## config.mk

```make
export PLATFORM = sky130hd
export DESIGN_NAME = bcla_modadd_pipe
export DESIGN_NICKNAME = d
export VERILOG_FILES = /design/src/rtl/bcla_modadd_pipe.sv
export SDC_FILE = /design/constraint.sdc
export NUM_CORES = 1
export LEC_CHECK = 0
export CAP_MARGIN = 20
export CORE_UTILIZATION = 25
export DETAILED_ROUTE_END_ITERATION = 7
export PLACE_DENSITY = 0.49
export SLEW_MARGIN = 20
export SYNTH_ARGS = -nofsm -noshare
export SYNTH_HDL_FRONTEND = slang
export SYNTH_SLANG_ARGS = --single-unit
```

## constraint.sdc

```tcl
create_clock -name clk -period 3.55 [get_ports clk]
set_clock_uncertainty 0.05 [all_clocks]
set_input_delay 0.8875 -clock clk [delete_from_list [all_inputs] [get_ports clk]]
set_output_delay 0.8875 -clock clk [all_outputs]
set_load 0.03 [all_outputs]
```

## src/rtl/bcla_modadd_pipe.sv

```systemverilog
// ---------------------------------------------------------------------------
// bcla_modadd_pipe
//   Two-stage pipelined modular adder/subtractor built on block carry-lookahead
//   adders. Stage 1 registers the raw WIDTH+1 bit sum (or difference) plus the
//   modulus and an operand-range error flag. Stage 2 registers the
//   modulus-corrected result.
//
//   Optional feature macro: BCLA_MODSUB_EN
//     defined   : op selects add (0) or subtract (1)
//     undefined : op is ignored, every set is a modular add, and no subtract
//                 correction logic is built
//
// Parameters
//   WIDTH  operand/modulus width (4..64)
//   BLOCK  carry-lookahead block size; WIDTH must be a multiple of BLOCK
//
// Ports
//   clk        rising-edge clock
//   rst_n      asynchronous active-low reset
//   in_valid   operand set presented
//   in_ready   operand set accepted this cycle
//   a, b       operands
//   p          modulus
//   op         0 = add, 1 = subtract (BCLA_MODSUB_EN only)
//   out_valid  result held on out_sum/out_err
//   out_ready  consumer takes the result this cycle
//   out_sum    modular result
//   out_err    operand range error (a >= p, b >= p or p == 0)
// ---------------------------------------------------------------------------
module bcla_modadd_pipe #(
    parameter int WIDTH = 16,
    parameter int BLOCK = 4
) (
    input  logic             clk,
    input  logic             rst_n,
    input  logic             in_valid,
    output logic             in_ready,
    input  logic [WIDTH-1:0] a,
    input  logic [WIDTH-1:0] b,
    input  logic [WIDTH-1:0] p,
    input  logic             op,
    output logic             out_valid,
    input  logic             out_ready,
    output logic [WIDTH-1:0] out_sum,
    output logic             out_err
);

    localparam int NBLK = WIDTH / BLOCK;

    logic             sub_sel;
    logic [WIDTH:0]   s_next;
    logic             err_next;

    logic             v1;
    logic [WIDTH:0]   s1;
    logic [WIDTH-1:0] p1;
    logic             err1;
    logic             v2;
    logic [WIDTH-1:0] corr;

    logic             load1;
    logic             load2;

`ifdef BCLA_MODSUB_EN
    logic             sub1;
    assign sub_sel = op;
`else
    // op stays on the port but is forced to add; the constant folds away.
    assign sub_sel = op & 1'b0;
`endif

    // Handshake: a stage loads when empty or when its content leaves on
    // the same edge.
    assign load2    = v1 && (!v2 || out_ready);
    assign in_ready = !v1 || (!v2 || out_ready);
    assign load1    = in_valid && in_ready;

    assign out_valid = v2;

    assign err_next = (a >= p) || (b >= p) || (p == '0);

    // Block carry-lookahead adder. Within a block every carry is a flat
    // generate/propagate sum-of-products off the block carry-in; blocks chain
    // through their group generate/propagate. Subtraction is a + ~b + 1.
    always_comb begin : cla_adder
        logic [WIDTH-1:0] b_eff;
        logic [WIDTH-1:0] gen;
        logic [WIDTH-1:0] prp;
        logic [WIDTH-1:0] sum;
        logic             carry;
        logic             cj;
        logic             pr;
        logic             blk_g;
        logic             blk_p;

        b_eff = sub_sel ? ~b : b;
        gen   = a & b_eff;
        prp   = a ^ b_eff;
        sum   = '0;
        carry = sub_sel;
        cj    = 1'b0;
        pr    = 1'b1;
        blk_g = 1'b0;
        blk_p = 1'b1;

        for (int blk = 0; blk < NBLK; blk++) begin
            for (int j = 0; j < BLOCK; j++) begin
                cj = 1'b0;
                pr = 1'b1;
                for (int k = j - 1; k >= 0; k--) begin
                    cj = cj | (pr & gen[blk*BLOCK + k]);
                    pr = pr & prp[blk*BLOCK + k];
                end
                cj = cj | (pr & carry);
                sum[blk*BLOCK + j] = prp[blk*BLOCK + j] ^ cj;
            end
            blk_g = 1'b0;
            blk_p = 1'b1;
            for (int k = BLOCK - 1; k >= 0; k--) begin
                blk_g = blk_g | (blk_p & gen[blk*BLOCK + k]);
                blk_p = blk_p & prp[blk*BLOCK + k];
            end
            carry = blk_g | (blk_p & carry);
        end

        // For subtraction the top bit is the borrow (a < b), i.e. not-carry.
        s_next = {carry ^ sub_sel, sum};
    end

    // Stage 2 correction. Error sets pass through uncorrected.
    always_comb begin
        corr = s1[WIDTH-1:0];
        if (!err1) begin
`ifdef BCLA_MODSUB_EN
            if (sub1) begin
                if (s1[WIDTH]) begin
                    corr = s1[WIDTH-1:0] + p1;
                end
            end else if (s1 >= {1'b0, p1}) begin
                corr = s1[WIDTH-1:0] - p1;
            end
`else
            if (s1 >= {1'b0, p1}) begin
                corr = s1[WIDTH-1:0] - p1;
            end
`endif
        end
    end

    always_ff @(posedge clk or negedge rst_n) begin
        if (!rst_n) begin
            v1   <= 1'b0;
            s1   <= '0;
            p1   <= '0;
            err1 <= 1'b0;
`ifdef BCLA_MODSUB_EN
            sub1 <= 1'b0;
`endif
        end else begin
            if (load1) begin
                v1   <= 1'b1;
                s1   <= s_next;
                p1   <= p;
                err1 <= err_next;
`ifdef BCLA_MODSUB_EN
                sub1 <= sub_sel;
`endif
            end else if (load2) begin
                v1 <= 1'b0;
            end
        end
    end

    always_ff @(posedge clk or negedge rst_n) begin
        if (!rst_n) begin
            v2      <= 1'b0;
            out_sum <= '0;
            out_err <= 1'b0;
        end else begin
            if (load2) begin
                v2      <= 1'b1;
                out_sum <= corr;
                out_err <= err1;
            end else if (out_ready) begin
                v2 <= 1'b0;
            end
        end
    end

endmodule
```

# ---- Word level (Yosys, flattened, before mapping)
# Index checks and enable logic that the tools add are counted.
dict set report classes {
  bitwise_logic 110
  n_reduce_logical 11
  add_sub_neg 1
  n_lt_le_gt_ge 3
  n_mux 6
}
# op count
set op_table {}
lappend op_table {{$and 1x1->1} 57}
lappend op_table {{$or 1x1->1} 36}
lappend op_table {{$ge 16x16->1} 2}
lappend op_table {{$mux 16} 2}
lappend op_table {{$ge 17x16->1} 1}
lappend op_table {{$and 16x16->16} 1}
lappend op_table {{$logic_not 16->1} 1}
lappend op_table {{$sub 16x16->16} 1}
lappend op_table {{$xor 16x16->16} 1}
lappend op_table {{$xor 1x1->1} 15}
lappend op_table {{$logic_or 1x1->1} 4}
lappend op_table {{$mux 1} 4}
lappend op_table {{$reduce_bool 2->1} 2}
lappend op_table {{$logic_and 1x1->1} 2}
lappend op_table {{$logic_not 1->1} 2}
dict set report totals {
  word_cells 138
  out_inout_bits 19
  ff_bits 53
  input_bits 53
}

# ---- Depth between registers and ports, before layout
dict set report depth {
  depth_word 12
  mapped_depth 12
  ltp_nobuf 11
}

# ---- Worst setup path after synthesis
# No wires, ideal clock.
dict set report synth_timing {
  path_kind {input-to-reg}
  startpoint {in a[1]}
  endpoint {reg s1[12]}
  path_stages 8
  path_slack_ns 0.774
  path_buffers 0
  arrival_time_ns 2.643
  setup_time_ns 0.083
  t_required_ns 3.417
  cell_sequence {ha_1 -> a211oi_1 -> nor2_1 -> o21ai_0 -> o21a_1 -> o21a_1 -> fa_1 -> o21ai_0}
}
dict set report synth_between {
  elab_chain_cells 9
  word_cells_on_any_way 12
  cone_classes {12 x bitwise}
}
# item line
set synth_lines {}
lappend synth_lines {{start, declared} 38} ;# input logic [WIDTH-1:0] a,
lappend synth_lines {{$and 16x16->16 / $xor 16x16->16 (equally long branches)} {97, 98}}
lappend synth_lines {{$and 1x1->1, on equally long branches} {120, 121}}
lappend synth_lines {{$or 1x1->1 / $and 1x1->1 (equally long branches)} 120} ;# blk_g = blk_g | (blk_p & gen[blk*BLOCK + k]);
lappend synth_lines {{$or 1x1->1 (*)} 120}
lappend synth_lines {{$and 1x1->1 (*)} 123} ;# carry = blk_g | (blk_p & carry);
lappend synth_lines {{$or 1x1->1 (*)} 123}
lappend synth_lines {{$and 1x1->1 (*)} 123}
lappend synth_lines {{$or 1x1->1 (*)} 123}
lappend synth_lines {{$xor 1x1->1 (*)} 115} ;# sum[blk*BLOCK + j] = prp[blk*BLOCK + j] ^ cj;
lappend synth_lines {{end signal, assigned} 162} ;# s1 <= s_next;
lappend synth_lines {{end, declared} 55} ;# logic [WIDTH:0] s1;
# Every way passes the cells marked *; elsewhere a longest branch is shown, timed or not.
# A chain may end at the register's enable or synchronous reset.

# ---- Final worst setup path
dict set report layout_timing {
  startpoint {in out_ready}
  endpoint {out in_ready}
}
dict set report layout_between {
  elab_chain_cells 2
}
# item line
set layout_lines {}
lappend layout_lines {{start, declared} 43} ;# input logic out_ready,
lappend layout_lines {{$logic_or 1x1->1 (2 in series)} 75} ;# assign in_ready = !v1 || (!v2 || out_ready);
lappend layout_lines {{end, declared} 37} ;# output logic in_ready,
# No other way between the ends.

==> flow_summary.ini <==
[yosys]
synthTopCellsByArea = dfrtp_1 (31%), ha_1 (18%), o21ai_0 (6.2%)
synthTopCellsByCount = ha_1 (64), nand2_1 (62), o21ai_0 (54)
synth_seq_area_share_pct = 30.5
synth.largest_area_cell = dfrtp_1
synth_ff_type = dfrtp_1
synth_nets = 617
synth-seq-cells = 53
yosysWarnings = 0
synthCells = 495
yosysMostFrequentCell = ha_1
yosys.area.top_type_share_pct = 30.5
async_flop_share_pct = 100
synth-edff-count = 0
synth_area_um2 = 4340
avgSynthCellArea_um2 = 8.78
synth_cell_types = 53

[clock_network]
tritoncts = yes
insertion_delay_ps = 300
cts_setup_buffers = 0
cts.sinks = 53
cts-resized-gates = 0
cts_inserted_buffers = 5
path_clk_slew_ps = 60
htreeDepth = 2
clockBufferDepth = 2
cts_hold_buf = 0
cts-root-buf = clkbuf_16

[placed_design]
placed_area_um2 = 5290
hpwl_um = 9690
portBuffers = 70
gp_congestion = 0.828

[status]
status = finished clean

[final_layout]
seq_area_um2 = 1330
final_area_um2 = 5480
drive_above_1_share_pct = 5.29
fin_util_pct = 32.7
multi_input_area_um2 = 2760
nets = 688
diodes = 0
syn2layout_area_growth_pct = 26.1
n_fill_cell = 1761

[timing]
finalCritPeriodShare_pct = 89.7
worstMarginPinSlew_ps = 863
slew_viol_final = 0
setup_violations = 0
period_needed_ps = 3180
max_freq_mhz = 314
slew_headroom_pct = 42.3
tns_ps = 0
hold_ws_ps = 425
rsz0062_at_grt = no
finalHoldViolations = 0

[global_route]
grt_first_pass_wirelength_um = 18900
grt_antenna_before_repair = 0
grt_pass1_vias = 3762
grt_max_degree = 42
grt_usage_pct = 13.2
grt_overflow = 0

[die]
ioPinCount = 72
initial_utilization_pct = 25.9
fp-row-count = 47
die_w_um = 134
die-area_um2 = 17900
die_h_um = 134
core_um2 = 16800

[routing]
drt_iter0_drc = 157
vias_per_cell = 4.68
wl_um = 11300
drt-pass1-iter-count = 4
routedWlPerCell_um = 14.4
antenna_left = 0
num_vias = 3685
post-route-drc-count = 0

[setup_path]
arrival_ps = 2250
r2r-start = s1[3]
crit_chain = clkdlybuf4s50_1 > nand3b_1 > clkdlybuf4s50_1
r2r_setup_slack_ps = 790
max_stage_delay_ps = 700
worstPathRequired_ps = 2610
rr_endpoint = out_sum[12]
criticalPathCategory = in2out
cp-end-kind = primary output
slowest_stage = clkdlybuf4s50_1
r2r_cells = 9
crit_fanout = 4
worst_setup_path_start_kind = primary input
worst_path_most_repeated_cell = clkdlybuf4s50_1

[pwr]
max-vdd-ir-drop_mv = 0.189
p_per_area_nw_per_um2 = 536
leakage_uw = 0.00244
power.total_uw = 2930

[run]
cap_violations = 0

[min_path]
hold_depth = 2
hp-class = reg2reg
hp-start = out_err
whs_endpoint = out_err
## registers in the layout (all words and copies together) (netlist names)
signal,count
s1,17
out_sum,16
p1,16
err1,1
out_err,1
out_valid,1
v1,1
## power breakdown
group | internal, µW | total, µW | switching, µW
combinational | 625 | 1450 | 824
clock | 403 | 628 | 226
sequential | 753 | 857 | 104
total | 1780 | 2930 | 1150
## through the flow
| stage | cells | setup WS [ps] |
|---|---|---|
| global placement | 779 | 168 |
| detailed placement | 779 | 149 |
| global route | 787 | 244 |
| finish | 787 | 365 |
| CTS | 787 | 373 |
| floorplan | 495 | 774 |
## cell type report
| type | instances | area share, % |
|---|---|---|
| multi-input combinational | 382 | 50.4 |
| inverter | 46 | 3.15 |
| clock buffer | 5 | 2.28 |
| clock inverter | 3 | 1.19 |
| tap | 220 | 5.02 |
| timing repair buffer | 78 | 13.8 |
| sequential | 53 | 24.2 |
## worst max-delay path by stage
stage	startpoint	end	cells past startpoint
after global routing	a[1]	s1[12]	10
after detailed placement	a[2]	s1[13]	11
after global placement	a[2]	s1[13]	11
after CTS	out_ready	in_ready	3
after floorplan	a[1]	s1[12]	8
final	out_ready	in_ready	3
## logic make-up after synthesis
| group | synth area share (%) |
|---|---|
| xor+xnor | 3.63 |
| buf+inv | 5.96 |
| simple gates | 15.1 |
| compound gates | 19.5 |
| mux | 4.52 |
| flops | 30.5 |
| fa+ha+maj | 20.7 |
## per-layer routing
layer	track usage [%]	wire length [µm]	share of wire [%]
met3	1.70	442	3.9
met1	18.4	5810	51
met4	3.22	127	1.1
met5	0	0	0
met2	21.7	4930	44
## cell usage in the layout (no fill, tap or decap), types with 2 or more instances in the layout
master / instances
dfrtp_1: 53
nand2_1: 62
nor2b_1: 2
a211oi_1: 6
buf_4: 8
fa_1: 5
a21oi_1: 21
nand3_1: 5
o21ai_1: 9
xor2_1: 7
nor2_1: 23
inv_1: 46
mux2_2: 5
clkbuf_16: 5
o21bai_1: 5
nor3_1: 9
o31ai_1: 5
mux2i_1: 14
clkdlybuf4s50_1: 69
nand2b_1: 9
ha_1: 64
a31oi_1: 5
o21a_1: 8
a21o_1: 8
nand4_1: 11
o21ai_0: 54
nor4_1: 6
o211ai_1: 3
a211oi_2: 3
bufinv_16: 2
xnor2_1: 11
## critical path: cells and delay by family
kind,cells,cell delay [ps]
simple gates,1,190
buf+inv,2,1170
(Power assumes the default switching activity.)
